===== config.mk =====
export PLATFORM = sky130hd
export DESIGN_NAME = div_core
export DESIGN_NICKNAME = d
export VERILOG_FILES = /design/src/rtl/div_core.sv
export SDC_FILE = /design/constraint.sdc
export NUM_CORES = 1
export LEC_CHECK = 0
export BUFFER_PORTS_ARGS = -buffer_cell sky130_fd_sc_hd__buf_2
export CAP_MARGIN = 10
export CORE_MARGIN = 2
export CORE_UTILIZATION = 35
export DETAILED_ROUTE_END_ITERATION = 10
export SYNTH_ARGS = -nofsm -noshare
export SYNTH_HDL_FRONTEND = slang
export SYNTH_SLANG_ARGS = --single-unit

===== constraint.sdc =====
create_clock -name clock -period 3.1 [get_ports clock]
set_clock_uncertainty 0.05 [all_clocks]
set_input_delay 0.155 -clock clock [delete_from_list [all_inputs] [get_ports clock]]
set_output_delay 0.155 -clock clock [all_outputs]
set_load 0.02 [all_outputs]

===== src/rtl/div_core.sv =====
// Self-starting restoring unsigned divider: one quotient bit per clock.
// The result is recomputed whenever the operands differ from the latched pair.
module div_core #(
    parameter int WIDTH = 16
) (
    input  logic             clock,
    input  logic             reset_n,
    input  logic [WIDTH-1:0] i0,
    input  logic [WIDTH-1:0] i1,
    output logic [WIDTH-1:0] o0,
    output logic [WIDTH-1:0] o1,
    output logic             ready
);
    localparam int CW = $clog2(WIDTH);
    localparam logic [CW-1:0] CNT_LAST = CW'(WIDTH - 1);

    typedef enum logic [1:0] {
        IDLE = 2'd0,
        CALC = 2'd1,
        DONE = 2'd2
    } state_t;

    state_t           state_r, state_s;
    logic [WIDTH-1:0] a_r, a_s, b_r, b_s;
    logic [WIDTH-1:0] rem_r, rem_s, quo_r, quo_s;
    logic [WIDTH-1:0] o0_s, o1_s;
    logic [CW-1:0]    cnt_r, cnt_s;
    logic             ready_s;
    logic [WIDTH:0]   shift_s;
    logic [WIDTH-1:0] diff_s, rem_step_s, quo_step_s;
    logic             ge_s;

    // One restoring step; the extra shift bit keeps the compare exact, and
    // the subtraction only needs WIDTH bits because the result is below b.
    always_comb begin
        shift_s    = {rem_r, quo_r[WIDTH-1]};
        ge_s       = (shift_s >= {1'b0, b_r});
        diff_s     = shift_s[WIDTH-1:0] - b_r;
        quo_step_s = {quo_r[WIDTH-2:0], ge_s};
        if (ge_s) begin
            rem_step_s = diff_s;
        end else begin
            rem_step_s = shift_s[WIDTH-1:0];
        end
    end

    // Next-state and next-register logic for the IDLE/CALC/DONE sequencer.
    always_comb begin
        state_s = state_r;
        a_s     = a_r;
        b_s     = b_r;
        rem_s   = rem_r;
        quo_s   = quo_r;
        cnt_s   = cnt_r;
        o0_s    = o0;
        o1_s    = o1;
        ready_s = ready;
        case (state_r)
            IDLE: begin
                a_s     = i0;
                b_s     = i1;
                rem_s   = '0;
                quo_s   = i0;
                cnt_s   = CNT_LAST;
                ready_s = 1'b0;
                state_s = CALC;
            end
            CALC: begin
                rem_s = rem_step_s;
                quo_s = quo_step_s;
                cnt_s = cnt_r - CW'(1);
                if (cnt_r == '0) begin
                    o0_s    = quo_step_s;
                    o1_s    = rem_step_s;
                    ready_s = 1'b1;
                    state_s = DONE;
                end else begin
                    state_s = CALC;
                end
            end
            DONE: begin
                if ((i0 != a_r) || (i1 != b_r)) begin
                    a_s     = i0;
                    b_s     = i1;
                    rem_s   = '0;
                    quo_s   = i0;
                    cnt_s   = CNT_LAST;
                    ready_s = 1'b0;
                    state_s = CALC;
                end else begin
                    state_s = DONE;
                end
            end
            default: begin
                ready_s = 1'b0;
                state_s = IDLE;
            end
        endcase
    end

    // State, datapath and output registers with asynchronous clear.
    always_ff @(posedge clock or negedge reset_n) begin
        if (!reset_n) begin
            state_r <= IDLE;
            a_r     <= '0;
            b_r     <= '0;
            rem_r   <= '0;
            quo_r   <= '0;
            cnt_r   <= '0;
            o0      <= '0;
            o1      <= '0;
            ready   <= 1'b0;
        end else begin
            state_r <= state_s;
            a_r     <= a_s;
            b_r     <= b_s;
            rem_r   <= rem_s;
            quo_r   <= quo_s;
            cnt_r   <= cnt_s;
            o0      <= o0_s;
            o1      <= o1_s;
            ready   <= ready_s;
        end
    end
endmodule


==> results.toml <==
[floorplan]
die_w_um = 129.2
core_mm2 = 0.01526
start_util_pct = 35.97
rows = 45
die_area_mm2 = 0.01670
die_y_um = 129.2
io_pins = 67

[detailed_routing]
post_drt_via_cell_ratio = 5.026
routedWlPerCell_um = 16.18
antenna_left = 0
post-route-drc-count = 0
vias = 4297
routed_wl_mm = 13.84
drt_iter0_markers = 198
dr.pass1.iters = 6

[sta]
rsz0062_at_grt = "no"
finalSetupTns_ps = 0
drv_slew = 0
setup_viol = 0
finalHoldViolCount = 0
worst_slew_margin_rel_pct = 27.62
fin_crit_ps = 2797
period_share_pct = 90.21
hold_slack_ps = 5.426
worst_slew_pin_slew_ps = 1083
fmax_mhz = 357.6

[logic_synthesis]
synth_area_leaders = "dfrtp_1, nand2_1, o21ai_0"
synth.top_cell.area_share_pct = 46.96
synth.net_count = 626
synth_edf_count = 0
synthCells = 574
yosys_most_used_dff = "dfrtp_1"
synth_area_leader_cell = "dfrtp_1"
ys_types = 50
ys_seq_area_share_pct = 46.96
syn_area_mm2 = 0.005489
ys_async_sr_fraction_pct = 100.0
postSynthAreaPerCell_um2 = 9.563
ys_warn_count = 0
ys_ff_latch = 103

[power_and_ir_drop]
seqPwrFrac_pct = 35.3
power_leakage_nw = 3.101
pwr-share-comb_pct = 41.0
netSwitchingPower_mw = 2.064
p_int_mw = 3.237
power_density_mw_per_mm2 = 823.2
switching_share_pct = 38.94
clkPwrFrac_pct = 23.8
ir_worst_vdd_uv = 422.8

[critical_path]
cp_slowest_stage_delay_ps = 400
critical_path.cell_chain = "inv_1, ha_1, inv_1, fa_1, a21o_1, a21oi_1, o221ai_1, mux2_2, a22oi_1, a21oi_1, o21ai_0"
startpoint_type = "register"
cp.arrival_ps = 3020
slowest_stage = "dfrtp_1"
cp_top_family = "compound AO/OA/AOI/OAI gates"
critical_path_buf_inv_count = 2
cp_max_fo = 3
criticalPathCategory = "reg2reg"
endpoint_kind = "register"
crit_required_ps = 3330

[layout]
fillCellCount = 1520
final_common_cell = "nand2_1"
fin_area_mm2 = 0.006440
layout_common_cells = "nand2_1, dfrtp_1, buf_2"
drive_gt1_share_pct = 19.25
utilization_pct = 42.21
n_antenna_cell = 0
nets = 691
syn_to_final_growth_pct = 17.32

[min_path]
hold_class = "in2reg"

[clock_tree]
clock_sinks = 103
clk-insertion-delay-late_ps = 360
post-cts-setup-buffers = 0
cts_tree = "yes"
clockBufferDepth = 2
cts-root-buf = "clkbuf_16"
cts-htree-levels = 3
path_clk_slew_ps = 80
cts_buffers = 9

[global_routing]
grt_pass1_vias = 4232
grt_max_degree = 79
grt_pass1_wl_mm = 22.64
antenna_found_initial = 0
overflow = 0
track_usage_pct = 17.51

[placed_design]
place_area_mm2 = 0.006028
dp_hpwl_mm = 10.38
globalplace.congestion = 0.9413
io_buffer_count = 66

[outcome]
status = "complete, no violations"

[flow_run]
cap_violations = 0
==> metrics by stage <==
| step | std cells | setup WS (ps) | power [mW] |
|---|---|---|---|
| 2_1_floorplan | 574 | 571.5 | 3.380 |
| 3_3_place_gp | 831 | 278.9 | 4.028 |
| 3_5_place_dp | 831 | 280.7 | 4.055 |
| 4_1_cts | 855 | 273.9 | 5.339 |
| 5_1_grt | 855 | 12.62 | 5.673 |
| 6_report | 855 | 303.4 | 5.302 |
==> worst register-to-register path: stages (launching register included) <==
cell and delay, ps:
dfrtp_1 400, inv_1 90, ha_1 180, inv_1 60, fa_1 400, a21o_1 190
a21oi_1 270, o221ai_1 320, mux2_2 350, a22oi_1 180, a21oi_1 90, o21ai_0 140
==> layout make-up <==
cell class,instances,area (um^2),area share [%]
Inverter,25,93.84,1.457
Tap cell,211,264.0,4.099
Multi-Input combinational cell,414,2674,41.52
Sequential cell,103,2577,40.02
Timing Repair Buffer,86,503.0,7.810
Clock buffer,9,225.2,3.497
Clock inverter,7,102.6,1.593
==> sequential cells by signal, indices dropped and copies added (netlist names) <==
| name | count |
|---|---|
| a_r | 16 |
| b_r | 16 |
| o0 | 16 |
| o1 | 16 |
| quo_r | 16 |
| rem_r | 16 |
| cnt_r | 4 |
| state_r | 2 |
| ready | 1 |
==> power groups by stage <==
stage               Combinational [mW]  Sequential (mW)  Clock (mW)
floorplan                         1.36             2.02           0
global placement                  2.14             1.89           0
detailed placement                2.16             1.89           0
CTS                               2.18             1.87        1.29
global route                      2.42             1.90        1.35
finish                            2.17             1.87        1.26
==> cell usage after synthesis, drive strengths merged, types with 4 or more instances <==
master and count:
mux2i 23, clkbuf 23, a21oi 33, xor2 29
a211oi 5, o21bai 4, mux2 22, dfrtp 103
inv 25, nor2b 4, nor2 5, buf 9
ha 17, nor4 8, nand4 5, nand3 12
xnor2 16, nand2 124, o21ai 64
==> cells by family (layout without fill, tap and decap cells) <==
family,count (synthesis),count (layout),share of synthesized area (%)
flip-flops,103,103,46.96
AND/OR/NAND/NOR,176,176,14.13
AO/OA/AOI/OAI,130,130,13.59
adder cells (fa/ha/maj),18,18,4.240
XOR/XNOR,45,45,7.180
buffers and inverters,57,127,4.445
multiplexers,45,45,9.460
==> metal layers <==
metal  share of wire (%)  vias up  GRT usage, %
li1                    -     2098             -
met1                  47     2076         23.21
met2                  47      106         28.70
met3                 4.6       17         4.500
met4                 1.4        0         4.476
met5                   0        -             0
==> repair_timing <==
action	in CTS	in global routing
resized for setup	0	1
hold buffers	8	0
hold endpoints to repair	83	0
endpoints found under the setup margin	0	4
==> worst paths after layout <==
kind	startpoint	to	depth (start not counted)	slack, ps
worst min-delay path	i1[7]	b_r[7]	3	5
worst max-delay path	quo_r[15]	rem_r[12]	11	300
min in group asynchronous	reset_n	o0[6]	2	430
worst min register to register	o0[3]	o0[3]	2	420
max in group asynchronous	reset_n	b_r[11]	3	1730
worst max register to register	quo_r[15]	rem_r[12]	11	300
No activity file was read; power rests on OpenSTA's default activity.
